--- config.mk ---
export PLATFORM = sky130hd
export DESIGN_NAME = vm2002_stock_arbiter_flat
export DESIGN_NICKNAME = d
export VERILOG_FILES = /design/src/rtl/vm2002_pkg.sv /design/src/rtl/vm2002_stock_arbiter_if.sv /design/src/rtl/vm2002_stock_table.sv /design/src/rtl/vm2002_stock_arbiter.sv /design/src/flat_wrapper.sv
export SDC_FILE = /design/constraint.sdc
export NUM_CORES = 1
export LEC_CHECK = 0
export CORE_MARGIN = 8
export CORE_UTILIZATION = 25
export DETAILED_ROUTE_END_ITERATION = 8
export GPL_TIMING_DRIVEN = 1
export SYNTH_ARGS = -nofsm -noshare
export SYNTH_HDL_FRONTEND = slang
export SYNTH_SLANG_ARGS = --single-unit
--- constraint.sdc ---
create_clock -name clk -period 10.85 [get_ports clk]
set_clock_uncertainty 0.05 [all_clocks]
set_input_delay 3.255 -clock clk [delete_from_list [all_inputs] [get_ports clk]]
set_output_delay 3.255 -clock clk [all_outputs]
set_load 0.01 [all_outputs]
--- src/rtl/vm2002_pkg.sv ---
// Shared types for the vending machine stock arbiter: purchase status codes,
// arbiter state encoding and the item code map.
package vm2002_pkg;

  typedef enum logic [1:0] {
    ST_AVAILABLE    = 2'd0,
    ST_OUT_OF_STOCK = 2'd1,
    ST_INSUFFICIENT = 2'd2,
    ST_ERROR        = 2'd3
  } status_e;

  typedef enum logic [1:0] {
    IDLE     = 2'd0,
    SUP_EXEC = 2'd1,
    VND_EXEC = 2'd2
  } arb_state_e;

  localparam logic [2:0] WATER  = 3'd0;
  localparam logic [2:0] SODA   = 3'd1;
  localparam logic [2:0] JUICE  = 3'd2;
  localparam logic [2:0] TEA    = 3'd3;
  localparam logic [2:0] COFFEE = 3'd4;
  localparam logic [2:0] CHIPS  = 3'd5;
  localparam logic [2:0] CANDY  = 3'd6;
  localparam logic [2:0] COOKIE = 3'd7;

endpackage

--- src/rtl/vm2002_stock_arbiter_if.sv ---
// Restock and purchase handshake bundle. The requester side (supplier and
// vend engine) uses the master modport; the arbiter uses the slave modport.
interface vm2002_stock_arbiter_if;
  import vm2002_pkg::*;

  logic        sup_valid;
  logic [2:0]  sup_item;
  logic [3:0]  sup_count;
  logic [7:0]  sup_cost;
  logic        sup_ready;
  logic        sup_done;
  logic        sup_err;

  logic        vnd_valid;
  logic [2:0]  vnd_item;
  logic [15:0] vnd_amount;
  logic        vnd_ready;
  logic        vnd_done;
  status_e     vnd_status;
  logic [15:0] vnd_balance;
  logic [2:0]  vnd_product;

  modport master (
    output sup_valid, sup_item, sup_count, sup_cost,
    input  sup_ready, sup_done, sup_err,
    output vnd_valid, vnd_item, vnd_amount,
    input  vnd_ready, vnd_done, vnd_status, vnd_balance, vnd_product
  );

  modport slave (
    input  sup_valid, sup_item, sup_count, sup_cost,
    output sup_ready, sup_done, sup_err,
    input  vnd_valid, vnd_item, vnd_amount,
    output vnd_ready, vnd_done, vnd_status, vnd_balance, vnd_product
  );

endinterface

--- src/rtl/vm2002_stock_table.sv ---
// Per-item {count, cost} register file: one write port, two combinational
// read ports (one for the executing operation, one for external queries).
module vm2002_stock_table #(
  parameter int NUM_ITEMS = 8,
  parameter int CNT_W     = 5
) (
  input  logic             clk,
  input  logic             rst_n,
  input  logic             wr_en,
  input  logic [2:0]       wr_item,
  input  logic [CNT_W-1:0] wr_count,
  input  logic [7:0]       wr_cost,
  input  logic [2:0]       exec_item,
  output logic [CNT_W-1:0] exec_count,
  output logic [7:0]       exec_cost,
  input  logic [2:0]       qry_item,
  output logic [CNT_W-1:0] qry_count,
  output logic [7:0]       qry_cost
);

  logic [CNT_W-1:0] cnt_q  [NUM_ITEMS];
  logic [7:0]       cost_q [NUM_ITEMS];

  // Table storage; codes outside 0..NUM_ITEMS-1 never match a slot.
  always_ff @(posedge clk or negedge rst_n) begin
    if (!rst_n) begin
      for (int i = 0; i < NUM_ITEMS; i++) begin
        cnt_q[i]  <= '0;
        cost_q[i] <= '0;
      end
    end else begin
      for (int i = 0; i < NUM_ITEMS; i++) begin
        if (wr_en && (wr_item == 3'(i))) begin
          cnt_q[i]  <= wr_count;
          cost_q[i] <= wr_cost;
        end
      end
    end
  end

  // Read muxes; an absent slot reads as empty and unpriced.
  always_comb begin
    exec_count = '0;
    exec_cost  = '0;
    qry_count  = '0;
    qry_cost   = '0;
    for (int i = 0; i < NUM_ITEMS; i++) begin
      if (exec_item == 3'(i)) begin
        exec_count = cnt_q[i];
        exec_cost  = cost_q[i];
      end
      if (qry_item == 3'(i)) begin
        qry_count = cnt_q[i];
        qry_cost  = cost_q[i];
      end
    end
  end

endmodule

--- src/rtl/vm2002_stock_arbiter.sv ---
// Shares the stock tables between the supplier restock port and the vend
// purchase port, one operation at a time, with alternating tie-break.
//
// state    | meaning
// ---------+-----------------------------------------------------------
// IDLE     | waiting for a request; the only state that grants
// SUP_EXEC | restock read-modify-write, done pulse on the next cycle
// VND_EXEC | purchase checks and decrement, done pulse on the next cycle
module vm2002_stock_arbiter
  import vm2002_pkg::*;
#(
  parameter int NUM_ITEMS = 8,
  parameter int MAX_COUNT = 16,
  parameter int CNT_W     = 5
) (
  input  logic                   clk,
  input  logic                   hrst_n,
  vm2002_stock_arbiter_if.slave  bus,
  input  logic [2:0]             qry_item,
  output logic [CNT_W-1:0]       qry_count,
  output logic [7:0]             qry_cost
);

  localparam logic [1:0] S_IDLE = IDLE;
  localparam logic [1:0] S_SUP  = SUP_EXEC;
  localparam logic [1:0] S_VND  = VND_EXEC;

  localparam logic [7:0]   ITEM_MASK = 8'((64'd1 << NUM_ITEMS) - 64'd1);
  localparam logic [CNT_W:0] MAX_SUM = MAX_COUNT[CNT_W:0];

  logic [1:0]       state_q;
  logic             prio_vnd_q;
  logic [2:0]       item_q;
  logic [3:0]       add_q;
  logic [7:0]       cost_q;
  logic [15:0]      amount_q;

  logic             sup_done_q, sup_err_q, vnd_done_q;
  status_e          vnd_status_q;
  logic [15:0]      vnd_balance_q;
  logic [2:0]       vnd_product_q;

  logic             sup_rdy, vnd_rdy;
  logic [CNT_W-1:0] exec_count;
  logic [7:0]       exec_cost;
  logic             item_ok;
  logic [CNT_W:0]   sum;
  logic             sup_fail;
  status_e          vnd_st;
  logic             wr_en;
  logic [CNT_W-1:0] wr_count;
  logic [7:0]       wr_cost;

  // Grant in IDLE only; on a tie the prio flag picks the winner.
  always_comb begin
    sup_rdy = 1'b0;
    vnd_rdy = 1'b0;
    if (state_q == S_IDLE) begin
      sup_rdy = bus.sup_valid && (!bus.vnd_valid || !prio_vnd_q);
      vnd_rdy = bus.vnd_valid && (!bus.sup_valid ||  prio_vnd_q);
    end
  end

  // Restock overflow and purchase decision, plus the resulting table write.
  always_comb begin
    item_ok  = ITEM_MASK[item_q];
    sum      = {1'b0, exec_count} + {{(CNT_W-3){1'b0}}, add_q};
    sup_fail = !item_ok || (sum > MAX_SUM);
    if (!item_ok || exec_cost == 8'd0)        vnd_st = ST_ERROR;
    else if (exec_count == '0)                vnd_st = ST_OUT_OF_STOCK;
    else if (amount_q < {8'd0, exec_cost})    vnd_st = ST_INSUFFICIENT;
    else                                      vnd_st = ST_AVAILABLE;
    wr_en    = 1'b0;
    wr_count = exec_count;
    wr_cost  = exec_cost;
    if (state_q == S_SUP && !sup_fail) begin
      wr_en    = 1'b1;
      wr_count = sum[CNT_W-1:0];
      wr_cost  = (cost_q != 8'd0) ? cost_q : exec_cost;
    end else if (state_q == S_VND && vnd_st == ST_AVAILABLE) begin
      wr_en    = 1'b1;
      wr_count = exec_count - CNT_W'(1);
    end
  end

  // Sequencer: latch the granted request, execute for one cycle, report.
  always_ff @(posedge clk or negedge hrst_n) begin
    if (!hrst_n) begin
      state_q       <= S_IDLE;
      prio_vnd_q    <= 1'b0;
      item_q        <= '0;
      add_q         <= '0;
      cost_q        <= '0;
      amount_q      <= '0;
      sup_done_q    <= 1'b0;
      sup_err_q     <= 1'b0;
      vnd_done_q    <= 1'b0;
      vnd_status_q  <= ST_AVAILABLE;
      vnd_balance_q <= '0;
      vnd_product_q <= '0;
    end else begin
      sup_done_q <= 1'b0;
      vnd_done_q <= 1'b0;
      case (state_q)
        S_IDLE: begin
          if (sup_rdy) begin
            item_q     <= bus.sup_item;
            add_q      <= bus.sup_count;
            cost_q     <= bus.sup_cost;
            prio_vnd_q <= 1'b1;
            state_q    <= S_SUP;
          end else if (vnd_rdy) begin
            item_q     <= bus.vnd_item;
            amount_q   <= bus.vnd_amount;
            prio_vnd_q <= 1'b0;
            state_q    <= S_VND;
          end
        end
        S_SUP: begin
          sup_done_q <= 1'b1;
          sup_err_q  <= sup_fail;
          state_q    <= S_IDLE;
        end
        S_VND: begin
          vnd_done_q    <= 1'b1;
          vnd_status_q  <= vnd_st;
          vnd_balance_q <= (vnd_st == ST_AVAILABLE) ? amount_q - {8'd0, exec_cost} : amount_q;
          if (vnd_st == ST_AVAILABLE) vnd_product_q <= item_q;
          state_q       <= S_IDLE;
        end
        default: state_q <= S_IDLE;
      endcase
    end
  end

  assign bus.sup_ready   = sup_rdy;
  assign bus.vnd_ready   = vnd_rdy;
  assign bus.sup_done    = sup_done_q;
  assign bus.sup_err     = sup_err_q;
  assign bus.vnd_done    = vnd_done_q;
  assign bus.vnd_status  = vnd_status_q;
  assign bus.vnd_balance = vnd_balance_q;
  assign bus.vnd_product = vnd_product_q;

  vm2002_stock_table #(.NUM_ITEMS(NUM_ITEMS), .CNT_W(CNT_W)) u_table (
    .clk        (clk),
    .rst_n      (hrst_n),
    .wr_en      (wr_en),
    .wr_item    (item_q),
    .wr_count   (wr_count),
    .wr_cost    (wr_cost),
    .exec_item  (item_q),
    .exec_count (exec_count),
    .exec_cost  (exec_cost),
    .qry_item   (qry_item),
    .qry_count  (qry_count),
    .qry_cost   (qry_cost)
  );

endmodule

--- src/flat_wrapper.sv ---
// flat-port wrapper written by rule: the top's interface ports become plain ports
module vm2002_stock_arbiter_flat import vm2002_pkg::*;
#(
  parameter int NUM_ITEMS = 8,
  parameter int MAX_COUNT = 16,
  parameter int CNT_W     = 5
)
  (clk, hrst_n, qry_item, qry_count, qry_cost, bus_sup_valid, bus_sup_item, bus_sup_count, bus_sup_cost, bus_sup_ready, bus_sup_done, bus_sup_err, bus_vnd_valid, bus_vnd_item, bus_vnd_amount, bus_vnd_ready, bus_vnd_done, bus_vnd_status, bus_vnd_balance, bus_vnd_product);
  vm2002_stock_arbiter_if bus_i ();
  input  logic clk;
  input  logic hrst_n;
  input  logic [2:0] qry_item;
  output logic [CNT_W-1:0] qry_count;
  output logic [7:0] qry_cost;
  input wire logic [$bits(bus_i.sup_valid)-1:0] bus_sup_valid;
  input wire logic [$bits(bus_i.sup_item)-1:0] bus_sup_item;
  input wire logic [$bits(bus_i.sup_count)-1:0] bus_sup_count;
  input wire logic [$bits(bus_i.sup_cost)-1:0] bus_sup_cost;
  output wire logic [$bits(bus_i.sup_ready)-1:0] bus_sup_ready;
  output wire logic [$bits(bus_i.sup_done)-1:0] bus_sup_done;
  output wire logic [$bits(bus_i.sup_err)-1:0] bus_sup_err;
  input wire logic [$bits(bus_i.vnd_valid)-1:0] bus_vnd_valid;
  input wire logic [$bits(bus_i.vnd_item)-1:0] bus_vnd_item;
  input wire logic [$bits(bus_i.vnd_amount)-1:0] bus_vnd_amount;
  output wire logic [$bits(bus_i.vnd_ready)-1:0] bus_vnd_ready;
  output wire logic [$bits(bus_i.vnd_done)-1:0] bus_vnd_done;
  output wire logic [$bits(bus_i.vnd_status)-1:0] bus_vnd_status;
  output wire logic [$bits(bus_i.vnd_balance)-1:0] bus_vnd_balance;
  output wire logic [$bits(bus_i.vnd_product)-1:0] bus_vnd_product;
  assign bus_i.sup_valid = bus_sup_valid;
  assign bus_i.sup_item = bus_sup_item;
  assign bus_i.sup_count = bus_sup_count;
  assign bus_i.sup_cost = bus_sup_cost;
  assign bus_sup_ready = bus_i.sup_ready;
  assign bus_sup_done = bus_i.sup_done;
  assign bus_sup_err = bus_i.sup_err;
  assign bus_i.vnd_valid = bus_vnd_valid;
  assign bus_i.vnd_item = bus_vnd_item;
  assign bus_i.vnd_amount = bus_vnd_amount;
  assign bus_vnd_ready = bus_i.vnd_ready;
  assign bus_vnd_done = bus_i.vnd_done;
  assign bus_vnd_status = bus_i.vnd_status;
  assign bus_vnd_balance = bus_i.vnd_balance;
  assign bus_vnd_product = bus_i.vnd_product;
  vm2002_stock_arbiter #(.NUM_ITEMS(NUM_ITEMS), .MAX_COUNT(MAX_COUNT), .CNT_W(CNT_W)) u_core (.clk(clk), .hrst_n(hrst_n), .bus(bus_i), .qry_item(qry_item), .qry_count(qry_count), .qry_cost(qry_cost));
endmodule
Word level (Yosys, flattened, before mapping)

Memories as Yosys holds them, arrays and structs flattened.
Index checks and enable logic that the tools add are counted.

Bits in registers: 162
ROM bits: 8
Input port bits: 41
Output and inout bits: 39
Word-level logic and storage cells: 140
Memories: 1

Memory list:

| memory           | words | bits a word | read ports | clocked after memory_dff | wr ports | RTL line                   | RTL |
|---|---|---|---|---|---|---|---|
| (name not given) | 8     | 1           | 1          | 0                        | 0        | vm2002_stock_arbiter.sv:66 | `item_ok = ITEM_MASK[item_q];` |

Add/subtract/negate cells: 3
Magnitude comparators: 3
Equality and inequality tests: 17
Multiplexer cells: 54
Bitwise gates (word level): 1
Reduce and logical (&&, ||, !) cells: 33

Operator list:

| cell                                                          | number |
|---|---|
| 2-to-1 mux 8 bit                                              | 18 |
| 2-to-1 mux 5 bit                                              | 18 |
| equality test 3 bit, second input constant                    | 8 |
| less-than comparator 16 x 8 -> 1 bit                          | 1 |
| 2-to-1 mux 16 bit                                             | 1 |
| subtractor 16 x 8 -> 16 bit                                   | 1 |
| equality test 3 x 2 -> 1 bit, second input constant           | 4 |
| logical AND 1 bit                                             | 12 |
| 2-to-1 mux 2 bit                                              | 6 |
| 2-to-1 mux 1 bit                                              | 9 |
| zero test 8 bit                                               | 1 |
| nonzero test 8 bit                                            | 1 |
| adder 5 x 4 -> 6 bit                                          | 1 |
| equality test 3 x 1 -> 1 bit, second input constant           | 2 |
| greater-than comparator 6 x 5 -> 1 bit, second input constant | 1 |
| zero test 3 bit                                               | 2 |
| 2-to-1 mux 3 bit                                              | 2 |
| AND reduction 2 bit                                           | 3 |
| zero test 1 bit                                               | 5 |
| zero test 5 bit                                               | 1 |
| subtractor 5 x 1 -> 5 bit, second input constant              | 1 |
| zero test 2 bit                                               | 2 |
| logical OR 1 bit                                              | 4 |
| less-than comparator 3 x 4 -> 1 bit, second input constant    | 1 |
| 6 further kinds                                               | 6 |

Logic depth before layout (Yosys ltp)

Gate-level depths: netlist of the first run.

Depth after elaboration: 18
Gate-level depth with buffers: 19
Mapped depth without buffers: 14

Modules after synthesis

A second synthesis of the first run with hierarchy kept.

Cell total of the unflattened synthesis: 819
Area, all modules: 9,103.7 um^2

Modules (own cells, without submodules):

| module               | times used | cells each | area an instance (um^2) | seq. area each (um^2) |
|---|---|---|---|---|
| vm2002_stock_table   | 1          | 442        | 5,766.8                 | 2,602.5 |
| vm2002_stock_arbiter | 1          | 377        | 3,337.0                 | 1,451.4 |

Least setup slack after synthesis of the first run

Ideal clock, no wire load.

Path type: input port to output port
Start: input qry_item[0]
End: output qry_count[4]
Data arrival time: 4.815 ns
Slack: 2.730 ns
Stages: 4
Path buffers: 2
Path through: clkbuf_1 > buf_1 > mux4_2 > o21ai_0

Word-level cells in the longest chain between the ends: 9
Elaborated cells on any way between the ends: 16
Those cells by class: eq/ne: 7; mux: 8; reduce/logical: 1

Ends and longest elaborated chain:

| item                          | RTL line                 | RTL |
|---|---|---|
| start: declaration            | flat_wrapper.sv:12       | `input logic [2:0] qry_item;` |
| zero test 3 bit               | vm2002_stock_table.sv:52 | `if (qry_item == 3'(i)) begin` |
| 2-to-1 mux 5 bit (7 in a row) | vm2002_stock_table.sv:52 |  |
| 2-to-1 mux 5 bit *            | vm2002_stock_table.sv:52 |  |
| end: declaration              | flat_wrapper.sv:13       | `output logic [CNT_W-1:0] qry_count;` |

Mark *: on every way between the ends. The rest lies on a longest branch, timed or not.

Final worst setup path of the first run

Start: input qry_item[2]
End: output qry_count[3]

Same word-level chain as after synthesis.

==> results.sh, run 1 <==
export IMPL_status="complete, no violations"
export IMPL_layout_setup_ws_ns=1.480
export IMPL_leakage_nw=4.642
export IMPL_synth_area_leader_cell="dfrtp_1"
export IMPL_detail_route_iter0_violations=523
export IMPL_synthFlopType="dfrtp_1"
export IMPL_grt_usage_pct=12.94
export IMPL_crit_fanout=11
export IMPL_dieHeight_um=206.3
export IMPL_drive_gt1_share_pct=17.89
export IMPL_fmax_ghz=0.1067
export IMPL_die_area_sq_um=42560
export IMPL_syn_cell_area_sq_um=9054
export IMPL_ys_seq_area_share_pct=44.78
export IMPL_synth_area_leaders="dfrtp_1, mux2_2, nand2_1"
export IMPL_post_cts_buffers=0
export IMPL_synth_warnings=0
export IMPL_ctsResizeCount=0
export IMPL_critical_path_arrival_ns=6.06
export IMPL_post_place_ws_ns=1.590
export IMPL_clkSinkCount=162
export IMPL_setup_tns_ns=0
export IMPL_grt_pass1_vias=7084
export IMPL_nets=982
export IMPL_wirelength_mm=27.07
export IMPL_synth_nets=920
export IMPL_synth_most_common_cell="dfrtp_1"
export IMPL_end_kind="output port"
export IMPL_cts_root_buf="clkbuf_16"
export IMPL_antennaDiodeCount=0
export IMPL_avgSynthCellArea_sq_um=10.48
export IMPL_ios=80
export IMPL_synth_edff_count=0
export IMPL_synthTopCellsByCount="dfrtp_1, nand2_1, mux2_2, inv_1"
export IMPL_die_w_um=206.3
export IMPL_regToRegSetupSlack_ns=5.30
export IMPL_p_total_mw=3.479
export IMPL_numCtsBuffers=17
export IMPL_async_flop_share_pct=100.0
export IMPL_hp_class="reg -> reg"
export IMPL_grt_max_degree=95
export IMPL_syn_inst=864
export IMPL_drv_cap=0
export IMPL_final_max_slew_viol_count=0
export IMPL_drc=0
export IMPL_grt_remaining_overflow=0
export IMPL_tritoncts="yes"
export IMPL_clk_latency_ns=0.45
export IMPL_start_util_pct=25.39
export IMPL_r2r_cells=14
export IMPL_ys_types=70
export IMPL_rows=69
export IMPL_drt_vias_per_instance=5.079
export IMPL_ant_nets=0
export IMPL_synth_seq_cells=162
export IMPL_antenna_found_initial=0
export IMPL_grt_pass1_wl_mm=42.32
export IMPL_fin_crit_ns=9.370
export IMPL_worstSetupStartpointType="input port"
export IMPL_gp_congestion=0.8619
export IMPL_setup_viol=0
export IMPL_vdd_drop_max_mv=0.1746
export IMPL_slew_headroom_pct=22.77
export IMPL_hpwlAfterDp_mm=19.29
export IMPL_worstSetupPathType="in -> out"
export IMPL_finalHoldViolCount=0
export IMPL_period_share_pct=86.36
export IMPL_dr_total_vias=7110
export IMPL_wl_per_cell_um=19.33
export IMPL_rsz0062_at_grt="false"
export IMPL_synth_top_area_share_pct=44.78
export IMPL_postCtsHoldBufs=0
export IMPL_drtPass1Iterations=7
export IMPL_area_delta_synth_final_pct=19.62
export IMPL_worstPathRequired_ns=7.55
export IMPL_path_clk_slew_ns=0.07
export IMPL_post_route_util_pct=30.38
export IMPL_min_delay_path_depth=2
export IMPL_h_tree_depth=4
export IMPL_max_clock_path_buffers=2
export IMPL_p_per_area_nw_per_um2=321.2
export IMPL_io_buffers=79
export IMPL_core_sq_um=35660
export IMPL_tightest_slew_ns=1.158
power breakdown:
part           internal [mW]  switching, mW
sequential             0.850          0.215
clock                  0.318          0.264
combinational          0.761           1.07
final timing paths:
kind / end / startpoint
max: qry_count[3] / qry_item[2]
min: u_core.add_q[2] / u_core.add_q[2]
max reg2reg: u_core.u_table.cost_q[37] / u_core.item_q[0]
min reg2reg: u_core.add_q[2] / u_core.add_q[2]
max in group asynchronous: u_core.u_table.cost_q[35] / hrst_n
min in group asynchronous: u_core.bus.vnd_balance[14] / hrst_n
routing by layer:
layer	GRT usage, %	up-vias	wire length [um]
met5	0	-	0
met2	21.03	244	13150
li1	-	3270	-
met4	5.217	0	738
met3	2.398	38	1530
met1	16.81	3558	11650
sequential cells by signal (all words and copies together), names as in the netlist:
name and count:
u_core.bus.sup_done 1, u_core.add_q 4, u_core.bus.sup_err 1, u_core.bus.vnd_status 2, u_core.prio_vnd_q 1, u_core.item_q 3
u_core.bus.vnd_balance 16, u_core.cost_q 8, u_core.u_table.cost_q 64, u_core.amount_q 16, u_core.bus.vnd_product 3, u_core.bus.vnd_done 1
u_core.u_table.cnt_q 40, u_core.state_q 2
through the flow:
stage	cells	area, sq um	hold WS, ns
finish	1400	10830	0.4271
global route	1400	10830	0.4718
CTS	1400	10830	0.4350
detailed placement	1368	10270	0.4172
global placement	1368	10270	0.4184
floorplan	864	9054	0.3997
worst max-delay path: stages:
cell and delay [ns]:
clkdlybuf4s50_1 0.77, inv_1 0.33, nor2_1 0.53, a22oi_1 0.18, o221ai_1 0.22, a22o_1 0.21
clkdlybuf4s50_1 0.56
cells in the final DEF, fill, tap and decap left out, types with 4 or more instances in the layout:
master	synthesis	layout
inv_6	0	4
xnor2_1	4	4
buf_4	14	13
nor2b_1	10	10
nor4_1	4	4
mux2i_1	33	33
nand2_1	143	143
a211oi_1	6	6
and2_1	8	8
clkbuf_16	0	17
a22oi_1	6	6
nand2b_1	7	7
o21ai_0	33	33
mux2_2	75	75
a32o_1	4	4
dfrtp_1	162	160
a22o_1	12	12
o31ai_1	7	7
a21oi_2	8	8
a31oi_1	17	17
or3_1	6	6
o22ai_1	29	29
o2bb2ai_1	4	4
o22a_1	8	8
mux2_1	6	6
nand4_1	4	4
or4_1	7	7
nand3_1	7	7
o221ai_1	4	4
ha_1	13	13
mux4_2	23	23
clkinvlp_4	0	6
o21ai_1	8	8
a21o_1	4	4
clkdlybuf4s50_1	0	77
inv_1	53	53
a21oi_1	20	20
nor2_1	33	33
area by class of cell:
cell class	count	area (sq um)
well taps	461	576.8
flip-flops and latches	162	4056
clock buffers	18	429.2
multi-input cells	598	4544
fillers	3658	24830
clock inverters	14	132.6
repair buffers	92	884.6
inverters	55	206.4
logic make-up (layout without fill, tap and decap cells):
logic type	count (synthesis)	count (layout)	synth area share, %
buf+inv	104	179	5.030
fa+ha+maj	15	15	2.239
mux	137	137	19.44
simple gates	242	242	12.02
compound gates	197	197	15.81
xor+xnor	7	7	0.6772
flops	162	162	44.78
No activity file was read; power rests on OpenSTA's default activity.
==> run 2, diff against run 1 <==
--- a/config.mk
+++ b/config.mk
@@ -5,10 +5,12 @@
 export SDC_FILE = /design/constraint.sdc
 export NUM_CORES = 1
 export LEC_CHECK = 0
+export ABC_AREA = 1
 export CORE_MARGIN = 8
 export CORE_UTILIZATION = 25
 export DETAILED_ROUTE_END_ITERATION = 8
 export GPL_TIMING_DRIVEN = 1
+export RECOVER_POWER = 50
 export SYNTH_ARGS = -nofsm -noshare
 export SYNTH_HDL_FRONTEND = slang
 export SYNTH_SLANG_ARGS = --single-unit
==> results.sh, run 2 <==
export IMPL_path_delay_family="buffers and inverters"
export IMPL_p_total_mw=3.525
export IMPL_syn_cell_area_sq_um=8992
export IMPL_grt_pass1_vias=8111
export IMPL_status="complete, but fails checks"
export IMPL_ctsResizeCount=0
export IMPL_start_util_pct=25.34
export IMPL_tritoncts="yes"
export IMPL_clkSinkCount=162
export IMPL_post_cts_buffers=0
export IMPL_leakage_nw=4.958
export IMPL_cp_slowest_cell="nor2_1"
export IMPL_grt_pass1_wl_mm=45.05
export IMPL_synth_edff_count=0
export IMPL_synthTopCellsByCount="nand2_1, dfrtp_1, nand3_1, inv_1, o21ai_0"
export IMPL_wirelength_mm=28.61
export IMPL_synth_seq_cells=162
export IMPL_synth_mux_area_fraction_pct=0
export IMPL_max_clock_path_buffers=2
export IMPL_syn_inst=1201
export IMPL_crit_buf_inv=3
export IMPL_hp_class="reg -> reg"
export IMPL_avgSynthCellArea_sq_um=7.487
export IMPL_final_max_slew_viol_count=165
export IMPL_synth_warnings=0
export IMPL_h_tree_depth=4
export IMPL_p_per_area_nw_per_um2=325.0
export IMPL_slew_headroom_pct=-274.1
export IMPL_final_cell_mix="nand2_1, dfrtp_1, inv_1, nand3_1, o21ai_0"
export IMPL_ios=80
export IMPL_vdd_drop_max_mv=0.1315
export IMPL_die_area_sq_um=42290
export IMPL_regToRegSetupSlack_ns=4.47
export IMPL_rsz0062_at_grt="false"
export IMPL_synth_area_leaders="dfrtp_1, nand2_1, nand3_1"
export IMPL_synth_area_leader_cell="dfrtp_1"
export IMPL_finalHoldViolCount=0
export IMPL_worstSetupStartpointType="input port"
export IMPL_synth_nets=1257
export IMPL_slowest_delay_ns=0.76
export IMPL_top_regs="u_core.u_table.cost_q (64), u_core.u_table.cnt_q (40)"
export IMPL_synth_xor_area_share_pct=1.461
export IMPL_ant_nets=0
export IMPL_fmax_ghz=0.1035
export IMPL_antenna_found_initial=0
export IMPL_synth_simple_area_share_pct=30.90
export IMPL_rows=69
export IMPL_synth_top_area_share_pct=45.08
export IMPL_synth_most_common_cell="nand2_1"
export IMPL_grt_usage_pct=13.48
export IMPL_path_clk_slew_ns=0.07
export IMPL_worstSetupPathType="in -> out"
export IMPL_core_sq_um=35480
export IMPL_postCtsHoldBufs=0
export IMPL_clk_latency_ns=0.43
export IMPL_drv_cap=2
export IMPL_area_delta_synth_final_pct=20.62
export IMPL_fillCellCount=3775
export IMPL_hpwlAfterDp_mm=21.71
export IMPL_grt_max_degree=103
export IMPL_io_buffers=79
export IMPL_detail_route_iter0_violations=709
export IMPL_drtPass1Iterations=5
export IMPL_die_w_um=205.7
export IMPL_antennaDiodeCount=0
export IMPL_violations="capacitance limit, slew limit"
export IMPL_synth_compound_area_share_pct=13.08
export IMPL_worstPathRequired_ns=7.55
export IMPL_numCtsBuffers=17
export IMPL_top_register="u_core.u_table.cost_q"
export IMPL_grt_remaining_overflow=0
export IMPL_fin_crit_ns=9.661
export IMPL_drive_gt1_share_pct=5.395
export IMPL_nets=1322
export IMPL_gp_congestion=0.9355
export IMPL_wl_per_cell_um=16.44
export IMPL_tightest_slew_ns=5.612
export IMPL_async_flop_share_pct=100.0
export IMPL_critical_path_arrival_ns=6.36
export IMPL_ys_types=44
export IMPL_drc=0
export IMPL_ys_seq_area_share_pct=45.08
export IMPL_setup_viol=0
export IMPL_cts_root_buf="clkbuf_16"
export IMPL_dr_total_vias=8536
export IMPL_drt_vias_per_instance=4.906
export IMPL_path_cells="clkdlybuf4s50_1, nor2_1, nand2_1, clkinv_1, nand2_1, nand4_1, a211oi_1, a21oi_1, clkdlybuf4s50_1"
export IMPL_layout_commonest_cell="nand2_1"
export IMPL_largest_reg_flops=64
export IMPL_crit_fanout=14
export IMPL_dieHeight_um=205.7
export IMPL_period_share_pct=89.04
export IMPL_synth_fa_ha_area_share_pct=2.254
export IMPL_end_kind="output port"
export IMPL_synthFlopType="dfrtp_1"
export IMPL_synth_top_family_by_area="simple AND/OR/NAND/NOR gates"
export IMPL_setup_tns_ns=0
[run 2: path summary, 6_finish.rpt]
kind                                           startpoint                         to  cells after the start
worst max-delay path                          qry_item[0]                qry_cost[1]                      9
worst min-delay path            u_core.bus.vnd_balance[2]  u_core.bus.vnd_balance[2]                      2
worst max register to register           u_core.item_q[2]  u_core.bus.vnd_balance[2]                     22
worst min register to register  u_core.bus.vnd_balance[2]  u_core.bus.vnd_balance[2]                      2
max in group asynchronous                          hrst_n   u_core.u_table.cnt_q[11]                      2
min in group asynchronous                          hrst_n        u_core.bus.vnd_done                      1
[run 2: area by class of cell]
class                   count  area [sq um]  area share, %
repair buffers             91         864.6          7.971
multi-input cells         884          4292          39.57
clock buffers              17         425.4          3.922
flip-flops and latches    162          4054          37.37
inverters                 110         412.9          3.807
well taps                 461         576.8          5.318
clock inverters            15         221.5          2.042
[run 2: cell families (layout without fill, tap and decap cells)]
| kind of cell | Yosys count | count (layout) |
|---|---|---|
| simple gates | 646 | 646 |
| compound gates | 208 | 208 |
| flops | 162 | 162 |
| fa+ha+maj | 15 | 15 |
| buf+inv | 155 | 233 |
| xor+xnor | 15 | 15 |
[run 2: worst reg2reg max path: stages, from the launching register on]
cell and delay (ns):
dfrtp_1 0.45, inv_1 0.86, nand3_1 0.83, inv_1 0.31
nand2_1 0.08, nand3_1 0.09, nand2_1 0.06, nand2_1 0.07
nand2_1 0.15, inv_1 0.12, ha_1 0.15, inv_1 0.06
fa_1 0.45, nand3_1 0.12, nor2_1 0.05, nor2_1 0.22
o21ai_1 0.15, nor4_1 0.53, nor2_4 0.14, nand2_1 0.39
inv_1 0.45, o211ai_1 0.40, nand2_1 0.09
[run 2: per-layer routing]
layer,part of all wire [%],up-vias,global-route usage (%)
met5,0,-,0
met4,2.5,0,4.646
met2,45,290,20.84
met1,46,4093,18.28
met3,6.4,45,3.038
li1,-,4108,-
[run 2: stage by stage]
stage | std cells | util [%] | cell area (sq um) | setup slack [ns] | hold slack [ns]
final | 1740 | 30.57 | 10850 | 1.189 | 0.4295
after detailed placement | 1708 | 28.80 | 10220 | 1.317 | 0.4152
after global routing | 1740 | 30.57 | 10850 | 0.9579 | 0.4446
after CTS | 1740 | 30.62 | 10860 | 1.311 | 0.4334
after floorplan | 1201 | - | 8992 | 2.805 | 0.3991
after global placement | 1708 | 28.80 | 10220 | 1.394 | 0.4128
[run 2: report_power, final]
part           total [mW]  switching [mW]  leakage (nW)  internal (mW)
combinational        1.81            1.24          2.54          0.571
sequential           1.05           0.206          2.11          0.840
clock               0.666           0.273         0.311          0.394
total                3.52            1.72          4.96           1.81
